<file path="config.mk">
export PLATFORM = sky130hd
export DESIGN_NAME = alu_ctrl_sequencer
export DESIGN_NICKNAME = d
export VERILOG_FILES = /design/src/rtl/alu_ctrl_pkg.sv /design/src/rtl/instr_decode.sv /design/src/rtl/alu_ctrl_sequencer.sv
export SDC_FILE = /design/constraint.sdc
export NUM_CORES = 1
export LEC_CHECK = 0
export CORE_MARGIN = 2
export CORE_UTILIZATION = 51
export DETAILED_ROUTE_END_ITERATION = 6
export PLACE_DENSITY_LB_ADDON = 0.3
export SLEW_MARGIN = 0
export SYNTH_ARGS = -nofsm -noshare
export SYNTH_HDL_FRONTEND = slang
export SYNTH_SLANG_ARGS = --single-unit
</file>
<file path="constraint.sdc">
create_clock -name clk -period 5.4 [get_ports clk]
set_clock_uncertainty 0.05 [all_clocks]
set_input_delay 0.54 -clock clk [delete_from_list [all_inputs] [get_ports clk]]
set_output_delay 0.54 -clock clk [all_outputs]
set_load 0.005 [all_outputs]
</file>
<file path="src/rtl/alu_ctrl_pkg.sv">
// ============================================================================
// Module      : alu_ctrl_pkg
// Description : Shared types and constants for the ALU control sequencer:
//               opcode and FSM state encodings, ALU function codes and
//               instruction field bit positions.
// Revision    : 1.0 - initial release
// ============================================================================
`default_nettype none

package alu_ctrl_pkg;

   // Instruction opcodes (op field). 9..E are illegal.
   typedef enum logic [3:0] {
      OP_NOP  = 4'h0,
      OP_ADD  = 4'h1,
      OP_SUB  = 4'h2,
      OP_AND  = 4'h3,
      OP_OR   = 4'h4,
      OP_ADDI = 4'h5,
      OP_SUBI = 4'h6,
      OP_JMP  = 4'h7,
      OP_JNZ  = 4'h8,
      OP_HALT = 4'hF
   } op_e;

   // ALUControl encodings understood by reg_file_alu
   localparam logic [1:0] ALU_ADD = 2'b00;
   localparam logic [1:0] ALU_SUB = 2'b01;
   localparam logic [1:0] ALU_AND = 2'b10;
   localparam logic [1:0] ALU_OR  = 2'b11;

   // Instruction word layout: op | rd | rs1 | rs2 | imm
   localparam int INSTR_W = 24;
   localparam int OP_MSB  = 23;
   localparam int OP_LSB  = 20;
   localparam int RD_MSB  = 19;
   localparam int RD_LSB  = 16;
   localparam int RS1_MSB = 15;
   localparam int RS1_LSB = 12;
   localparam int RS2_MSB = 11;
   localparam int RS2_LSB = 8;
   localparam int IMM_MSB = 7;
   localparam int IMM_LSB = 0;

   // Sequencer FSM states
   typedef enum logic [2:0] {
      S_IDLE   = 3'd0,
      S_FETCH  = 3'd1,
      S_DECODE = 3'd2,
      S_EXEC   = 3'd3,
      S_WRITE  = 3'd4
   } state_e;

endpackage : alu_ctrl_pkg

`default_nettype wire

</file>
<file path="src/rtl/instr_decode.sv">
// ============================================================================
// Module      : instr_decode
// Description : Combinational opcode decoder for the ALU control sequencer.
// Ports       : op           in   4  opcode field of the instruction
//               alu_op_valid out  1  instruction writes a register (needs WRITE)
//               alu_src      out  1  ALU operand B comes from the immediate
//               alu_control  out  2  ALU function code
//               is_jmp       out  1  unconditional jump
//               is_jnz       out  1  jump if rs1 != 0
//               is_halt      out  1  end of program
//               illegal      out  1  opcode 9..E
// Revision    : 1.0 - initial release
// ============================================================================
`default_nettype none

module instr_decode
   import alu_ctrl_pkg::*;
(
   input  logic [3:0] op,
   output logic       alu_op_valid,
   output logic       alu_src,
   output logic [1:0] alu_control,
   output logic       is_jmp,
   output logic       is_jnz,
   output logic       is_halt,
   output logic       illegal
);

   always_comb begin
      alu_op_valid = 1'b0;
      alu_src      = 1'b0;
      alu_control  = ALU_ADD;
      is_jmp       = 1'b0;
      is_jnz       = 1'b0;
      is_halt      = 1'b0;
      illegal      = 1'b0;
      case (op)
         OP_NOP:  ;
         OP_ADD:  alu_op_valid = 1'b1;
         OP_SUB:  begin alu_op_valid = 1'b1; alu_control = ALU_SUB; end
         OP_AND:  begin alu_op_valid = 1'b1; alu_control = ALU_AND; end
         OP_OR:   begin alu_op_valid = 1'b1; alu_control = ALU_OR;  end
         OP_ADDI: begin alu_op_valid = 1'b1; alu_src = 1'b1; end
         OP_SUBI: begin alu_op_valid = 1'b1; alu_src = 1'b1; alu_control = ALU_SUB; end
         OP_JMP:  is_jmp = 1'b1;
         // JNZ tests rs1 by running rs1 + 0 through the ALU
         OP_JNZ:  begin is_jnz = 1'b1; alu_src = 1'b1; end
         OP_HALT: is_halt = 1'b1;
         default: illegal = 1'b1;
      endcase
   end

endmodule : instr_decode

`default_nettype wire

</file>
<file path="src/rtl/alu_ctrl_sequencer.sv">
// ============================================================================
// Module      : alu_ctrl_sequencer
// Description : Multi-cycle control sequencer in front of reg_file_alu.
//               Fetches 24-bit instructions from a synchronous ROM, decodes
//               them and drives register addresses, write enable and ALU
//               controls. ALUResult is read back to resolve JNZ.
// Ports       : clk, reset (async, active-low)
//               start / busy / done / error   run handshake and status
//               imem_addr / imem_rdata          instruction ROM (1-cycle read)
//               RA1, RA2, WA, RegWrite, ALUSrc, ALUControl,
//               external_data_in                datapath controls
//               ALUResult                       datapath result
// Revision    : 1.0 - initial release
// ============================================================================
`default_nettype none

module alu_ctrl_sequencer
   import alu_ctrl_pkg::*;
#(
   parameter int PC_W   = 8,
   parameter int DATA_W = 8,
   parameter int REG_AW = 4
) (
   input  logic               clk,
   input  logic               reset,
   input  logic               start,
   output logic               busy,
   output logic               done,
   output logic               error,
   output logic [PC_W-1:0]    imem_addr,
   input  logic [INSTR_W-1:0] imem_rdata,
   output logic [REG_AW-1:0]  RA1,
   output logic [REG_AW-1:0]  RA2,
   output logic [REG_AW-1:0]  WA,
   output logic               RegWrite,
   output logic               ALUSrc,
   output logic [1:0]         ALUControl,
   output logic [DATA_W-1:0]  external_data_in,
   input  logic [DATA_W-1:0]  ALUResult
);

   state_e             state;
   logic [PC_W-1:0]    pc;
   logic [INSTR_W-1:0] ir;

   logic [3:0] dec_op;
   logic       alu_op_valid;
   logic       alu_src;
   logic [1:0] alu_control;
   logic       is_jmp;
   logic       is_jnz;
   logic       is_halt;
   logic       illegal;

   // Operand fields of ir are consumed straight from imem_rdata in DECODE.
   logic unused_ir_bits;
   assign unused_ir_bits = ^ir[RS1_MSB:RS2_LSB];

   // pc is a register, so the ROM address is a registered output.
   assign imem_addr = pc;

   // In DECODE the instruction is still on imem_rdata (ir loads at the end
   // of that cycle); afterwards the decoder looks at the held ir.
   assign dec_op = (state == S_DECODE) ? imem_rdata[OP_MSB:OP_LSB] : ir[OP_MSB:OP_LSB];

   instr_decode u_decode (
      .op           (dec_op),
      .alu_op_valid (alu_op_valid),
      .alu_src      (alu_src),
      .alu_control  (alu_control),
      .is_jmp       (is_jmp),
      .is_jnz       (is_jnz),
      .is_halt      (is_halt),
      .illegal      (illegal)
   );

   always_ff @(posedge clk or negedge reset) begin
      if (!reset) begin
         state            <= S_IDLE;
         pc               <= '0;
         ir               <= '0;
         busy             <= 1'b0;
         done             <= 1'b0;
         error            <= 1'b0;
         RA1              <= '0;
         RA2              <= '0;
         WA               <= '0;
         RegWrite         <= 1'b0;
         ALUSrc           <= 1'b0;
         ALUControl       <= ALU_ADD;
         external_data_in <= '0;
      end else begin
         done     <= 1'b0;
         RegWrite <= 1'b0;
         case (state)
            S_IDLE: begin
               if (start) begin
                  pc    <= '0;
                  error <= 1'b0;
                  busy  <= 1'b1;
                  state <= S_FETCH;
               end
            end
            S_FETCH: begin
               state <= S_DECODE;
            end
            S_DECODE: begin
               ir <= imem_rdata;
               if (is_halt || illegal) begin
                  done  <= 1'b1;
                  busy  <= 1'b0;
                  if (illegal) error <= 1'b1;
                  state <= S_IDLE;
               end else begin
                  // Operands are set up here so they are stable for all of
                  // EXEC and WRITE.
                  RA1              <= REG_AW'(imem_rdata[RS1_MSB:RS1_LSB]);
                  RA2              <= REG_AW'(imem_rdata[RS2_MSB:RS2_LSB]);
                  ALUSrc           <= alu_src;
                  ALUControl       <= alu_control;
                  external_data_in <= is_jnz ? '0 : DATA_W'(imem_rdata[IMM_MSB:IMM_LSB]);
                  state            <= S_EXEC;
               end
            end
            S_EXEC: begin
               if (alu_op_valid) begin
                  WA       <= REG_AW'(ir[RD_MSB:RD_LSB]);
                  RegWrite <= 1'b1;
                  state    <= S_WRITE;
               end else begin
                  if (is_jmp || (is_jnz && (ALUResult != '0)))
                     pc <= PC_W'(ir[IMM_MSB:IMM_LSB]);
                  else
                     pc <= pc + PC_W'(1);
                  state <= S_FETCH;
               end
            end
            S_WRITE: begin
               pc    <= pc + PC_W'(1);
               state <= S_FETCH;
            end
            default: state <= S_IDLE;
         endcase
      end
   end

endmodule : alu_ctrl_sequencer

`default_nettype wire

</file>
**Word level (Yosys, flattened, before mapping)**

Cells that the tools add are included.
W data, S select, Z words.

- Register bits: 62
- Input bits: 35
- Output and inout port bits: 35
- Word-level logic and storage cells: 77

- Add/sub/neg operators: 1
- Equal/unequal tests: 17
- Multiplexer cells: 28
- Bitwise logic cells: 1
- Reduce and logical (&&, ||, !) cells: 17

Operators by type and width:

| cell | count |
|---|---|
| $mux W8 | 4 |
| $pmux W8 S3 | 1 |
| $eq A4 B3 Y1 const B | 4 |
| $mux W1 | 15 |
| $pmux W3 S5 | 1 |
| $reduce_or A10 Y1 | 1 |
| $add A8 B1 Y8 const B | 1 |
| $eq A4 B2 Y1 const B | 2 |
| $eq A4 B4 Y1 const B | 2 |
| $reduce_bool A8 Y1 | 1 |
| $eq A3 B2 Y1 const B | 2 |
| $mux W3 | 2 |
| $ne A2 B2 Y1 const B | 3 |
| $pmux W2 S3 | 1 |
| $reduce_and A3 Y1 | 2 |
| $reduce_or A6 Y1 | 1 |
| $eq A4 B1 Y1 const B | 1 |
| $logic_not A4 Y1 | 1 |
| $mux W4 | 1 |
| $pmux W1 S2 | 2 |
| $reduce_and A2 Y1 | 2 |
| $reduce_and A4 Y1 | 1 |
| $eq A3 B1 Y1 const B | 1 |
| $eq A3 B3 Y1 const B | 1 |
| 10 further kinds | 11 |

**Longest topological paths before layout**

- Depth after elaboration: 9
- Mapped depth: 7
- Gate-level depth less buffers: 6

**Hierarchy**

Synthesis repeated with hierarchy kept, for this count alone.

- Cells, all modules: 244
- Area total of the unflattened synthesis: 2453.6 um^2

Modules (own cells, without submodules):

| module | times used | cells each | area an instance (um^2) | seq. area each (um^2) |
|---|---|---|---|---|
| alu_ctrl_sequencer | 1 | 229 | 2353.5 | 1351.3 |
| instr_decode | 1 | 15 | 100.1 | 0.0 |

**Worst setup path before layout**

No wires, ideal clock.

- Path kind: input to register
- Start: input ALUResult[5]
- End: register pc[2] (netlist: imem_addr[2])
- Library setup time: 0.126 ns
- Arrival time: 2.109 ns
- Data required time: 5.224 ns
- Setup slack: 3.115 ns
- Stages: 6
- Buffers on the path: 1
- Cell sequence: or4_1 > o22ai_1 > o221ai_2 > buf_6 > mux2_4 > a221o_1

- Cells in the longest elaborated chain, start to end: 6

Ends and longest elaborated chain:

| element | line | text |
|---|---|---|
| start: declaration | alu_ctrl_sequencer.sv:39 | `input logic [DATA_W-1:0] ALUResult` |
| $reduce_bool A8 Y1 | alu_ctrl_sequencer.sv:131 | `if (is_jmp \|\| (is_jnz && (ALUResult != '0)))` |
| $logic_and A1 B1 Y1 | alu_ctrl_sequencer.sv:131 |  |
| $logic_or A1 B1 Y1 | alu_ctrl_sequencer.sv:131 |  |
| $mux W8 | alu_ctrl_sequencer.sv:131 |  |
| $mux W8 | alu_ctrl_sequencer.sv:126 | `if (alu_op_valid) begin` |
| $pmux W8 S3 | alu_ctrl_sequencer.sv:95 | `case (state)` |
| end signal: assignment | alu_ctrl_sequencer.sv:132 | `pc <= PC_W'(ir[IMM_MSB:IMM_LSB]);` |
| end signal: assignment | alu_ctrl_sequencer.sv:134 | `pc <= pc + PC_W'(1);` |
| end signal: assignment | alu_ctrl_sequencer.sv:139 | `pc <= pc + PC_W'(1);` |
| end: declaration | alu_ctrl_sequencer.sv:43 | `logic [PC_W-1:0] pc;` |

No other way between the ends. The select of a mux whose other input is x is not followed.
A chain may end at the register's enable or synchronous reset.

**Worst setup path in the final report**

- Start: input imem_rdata[23]
- End: register pc[5] (netlist: imem_addr[5])

- Cells in the longest elaborated chain, start to end: 8
- Elaborated cells between the ends (all ways): 20
- Classes of those cells: eq/ne (9); mux (7); reduce/logical (4)

Ends and longest elaborated chain:

| element | line | text |
|---|---|---|
| start: declaration | alu_ctrl_sequencer.sv:31 | `input logic [INSTR_W-1:0] imem_rdata,` |
| $mux W4 * | alu_ctrl_sequencer.sv:64 | `assign dec_op = (state == S_DECODE) ? imem_rdata[OP_MSB:OP_LSB] : ir[OP_MSB:OP_LSB];` |
| $eq A4 B4 Y1 | instr_decode.sv:37 | `case (op)` |
| $mux W1 | instr_decode.sv:37 |  |
| $logic_and A1 B1 Y1 | alu_ctrl_sequencer.sv:131 |  |
| $logic_or A1 B1 Y1 | alu_ctrl_sequencer.sv:131 |  |
| $mux W8 | alu_ctrl_sequencer.sv:131 |  |
| $mux W8 | alu_ctrl_sequencer.sv:126 |  |
| $pmux W8 S3 | alu_ctrl_sequencer.sv:95 |  |

Mark *: on every way between the ends. The rest lies on a longest branch, timed or not. The select of a mux whose other input is x is not followed.

==> results list <==
- Multiplexer share of the synthesized area: 5.62%
* Die Outline Area: 0.00556 mm2
- Setup repair after global routing left no endpoint under its margin.
- Buffers inserted during clock tree synthesis total 5.
- At the pin with the least slew margin, the transition time is 0.836 ns.
- Detailed routing inserted a total of 2169 vias.
- Counting along the longest clock path gives a buffer depth of 2.
- Dividing the detail-routed via count by the number of cells gives 5.55.
- Portion of synthesized cell area occupied by the leading cell type: 53.3%
- Summing the areas of all compound-gate instances in the mapped netlist gives 12.4% of the synthesized area.
- Summing the areas of all and, or, nand and nor instances in the mapped netlist gives 23.0% of the synthesized area.
- Across all setup checks in the final design, the least slack found is 2.58 ns.
- VDD IR max: 0.272 mV
* Crit path max fanout: 11
- Max-capacitance violation count: 0
* Number of sinks driven by the clock tree: 54
- Outcome: completed
- CORE AREA: 0.00475 mm2
- The slowest stage of the critical path belongs to the cell sky130_fd_sc_hd__clkdlybuf4s50_1.
- The tree is rooted in a sky130_fd_sc_hd__clkbuf_8.
- TritonCTS built the clock tree.
- Min-delay worst type: input port to async pin
- Setup slack at placement: 2.29 ns
* # setup viols final: 0
- Global-route wire length before repair: 9420 um
- From synthesis to final layout, the design area changed by 33.3%.
- Post-synthesis async set-or-reset flop share: 100%
* Minimum clock period: 2.82 ns
- Number of top-level design ports: 70
* PostCTS Resize Cnt: 0
* Number of core rows: 25
- Once detail routing completed, the nets flagged for antenna violations numbered 0.
- In this run the cell area measured after placement is 0.00328 mm2.
* CP Data Arrival Time: 2.98 ns
* Sequential fraction of the synthesis area: 53.3%
- ANT cells: 0
- For this design, the CTS-stage hold fixing added 0 buffers.
- Detailed placer's ending HPWL: 4210 um
* Cell chain of the critical path: clkdlybuf4s50_1 -> nor4bb_1 -> a31oi_1 -> o221ai_2 -> mux2_2 -> a221o_1
- Setup bufs post-CTS: 0
- Timing-limited maximum frequency: 355 MHz
- Grouping stages by cell kind, the critical path spends the most delay in compound AO/OA/AOI/OAI gates.
* Crit share post-route: 52.2%
- Post-Syn Nets: 290
* Number of H-tree branching levels: 2
- Summed over all failing endpoints, the final setup total negative slack is 0 ns.
- In this run the cell area of the synthesized design comes to 0.00254 mm2.
- After synthesis, the mean cell area works out to 9.99 um2.
- The initial utilization of the core area, before any placement, comes to 53.4%.
- Data required time at the worst endpoint: 5.56 ns
- Synthesis inferred 54 register bits.
- The first routing iteration left 227 violations.
- In the final layout, the multi-input gates occupy 0.00111 mm2.
- The routed design has 5920 um of wire.
* Dominant cell type by area after synthesis: sky130_fd_sc_hd__dfrtp_1
- The final number of max-transition violations came to 0.
- The initial antenna violation count came to 0.
* Leading cell types in the layout, fill and taps excluded: 69 x sky130_fd_sc_hd__nand2_1, 68 x sky130_fd_sc_hd__clkdlybuf4s50_1, 54 x sky130_fd_sc_hd__dfrtp_1, 12 x sky130_fd_sc_hd__nor2_1
- The via count of the first global-routing pass was 1996.
- The total overflow left after global routing is 0.
- After synthesis, the largest family of logic cells by area is simple AND/OR/NAND/NOR gates.
- During synthesis, Yosys emitted a total of 0 warnings.
- Once layout is done, the placed cells without fillers occupy 0.00338 mm2.
- Total Routing Usage GR: 22.6%
- Post-Synthesis Cells: 254
- Counting flops with a built-in enable in the synthesized netlist gives 0.
* Most area-consuming cells after synthesis: sky130_fd_sc_hd__dfrtp_1 53%, sky130_fd_sc_hd__nand2_1 10%, sky130_fd_sc_hd__a22o_1 2.8%
* Element type at the critical path end: flop
* Flip-flop and latch area: 0.00135 mm2
- The worst setup path is launched from an input port.
* Clk pin slew, worst setup/hold paths: 0.10 ns
- Dividing total power by cell area gives a power density of 568 mW/mm2.
* Adder and majority cell fraction of the synthesized area: 0.493%
- Dividing the detail-routed wire length by the instance count gives 15.1 um.
* Rel. slew slack: 43.5%
- After detailed routing, the number of remaining DRC violations is 0.
- Clock latency on the worst-skew pair: 0.31 ns
- Cell variety after synth: 50
- Area share of xor/xnor cells in the synthesized design: 2.07%
- Die Y-Extent: 74.5 um
- Summed over all cells, the static leakage comes to 1.55 nW.
- The setup path with the least slack is of type input port to flop.
- WP buf/inv: 1
- Measured along the x axis, the die boundary spans 74.5 um.
- Final weighted congestion in routability-driven placement: 0.851
- Filler cells: 371
- Proportion of layout cells with a drive suffix above 1: 8.95%
- Most common cell after layout, fill and taps aside: sky130_fd_sc_hd__nand2_1
- Leading register cell type out of synthesis: sky130_fd_sc_hd__dfrtp_1
* Number of endpoints with negative hold slack in the final report: 0
* Maximum cell stage delay along the critical path: 0.60 ns
- Port Buffer Count: 69
- Final Net Count: 360
- Largest net degree at the start of global routing: 55
- The first TritonRoute pass finished after 4 iterations.
[per-stage QoR]
stage          instances  power [mW]  util [%]  hold slack, ns
2_1_floorplan        254        1.28         -           0.194
3_3_place_gp         384        1.62      68.9           0.401
3_5_place_dp         384        1.66      68.9           0.410
4_1_cts              391        1.93      71.2           0.306
5_1_grt              391        2.07      71.2           0.354
6_report             391        1.92      71.2           0.284
[synth_stat cells (2+ instances only)]
cell type	number
sky130_fd_sc_hd__nand2_1	69
sky130_fd_sc_hd__dfrtp_1	54
sky130_fd_sc_hd__nor2_1	12
sky130_fd_sc_hd__nor3_1	9
sky130_fd_sc_hd__o21ai_0	9
sky130_fd_sc_hd__a22o_1	8
sky130_fd_sc_hd__and3_1	7
sky130_fd_sc_hd__inv_1	7
sky130_fd_sc_hd__mux2_2	6
sky130_fd_sc_hd__mux2i_1	6
sky130_fd_sc_hd__nand3_1	6
sky130_fd_sc_hd__xor2_1	6
sky130_fd_sc_hd__o22ai_1	5
sky130_fd_sc_hd__a21oi_1	3
sky130_fd_sc_hd__o32a_1	3
sky130_fd_sc_hd__or4_1	3
sky130_fd_sc_hd__a21o_1	2
sky130_fd_sc_hd__a221o_1	2
sky130_fd_sc_hd__a22oi_1	2
sky130_fd_sc_hd__buf_1	2
sky130_fd_sc_hd__buf_2	2
sky130_fd_sc_hd__buf_6	2
sky130_fd_sc_hd__o211ai_1	2
[path summary, 6_finish.rpt]
check,slack [ns],end,startpoint,cells past startpoint
max in group asynchronous,4.56,ir[22],reset,2
min reg2reg,0.43,RA1[0],RA1[0],2
max,2.58,imem_addr[5],imem_rdata[23],6
min,0.28,imem_addr[2],reset,2
max reg2reg,2.86,imem_addr[5],state[1],5
min in group clk,0.43,RA1[0],RA1[0],2
[state kept, by name, summed over array words and instances (netlist names)]
register          cells
done                  1
ALUControl            2
RegWrite              1
WA                    4
error                 1
RA1                   4
state                 3
RA2                   4
ALUSrc                1
imem_addr             8
busy                  1
ir                   16
external_data_in      8
[layer usage]
layer  up-vias  track usage (%)  part of all wire, %
met4         0             8.13                  1.6
li1       1023                -                    -
met3         7             5.96                  7.4
met5         -                0                    0
met2       102             35.8                   48
met1      1037             30.2                   43
[where the power goes]
group | switching, mW | internal (mW) | leakage [nW] | total [mW]
sequential | 0.149 | 0.588 | 0.676 | 0.737
clock | 0.136 | 0.137 | 0.0542 | 0.272
combinational | 0.430 | 0.482 | 0.824 | 0.912
total | 0.715 | 1.21 | 1.55 | 1.92
[final cells by class]
type,count,area share [%]
multi-input cells,184,32.8
inverters,8,0.888
clock inverters,2,1.15
repair buffers,71,20.7
clock buffers,5,2.03
flip-flops and latches,54,39.9
well taps,67,2.48
[kinds of logic (layout without fill, tap and decap cells)]
kind of cell             Yosys count  count (layout)
buffers and inverters             16              86
adder cells (fa/ha/maj)            1               1
AO/OA/AOI/OAI                     42              42
flip-flops                        54              54
XOR/XNOR                           6               6
multiplexers                      13              13
AND/OR/NAND/NOR                  122             122
(Power assumes the default switching activity.)
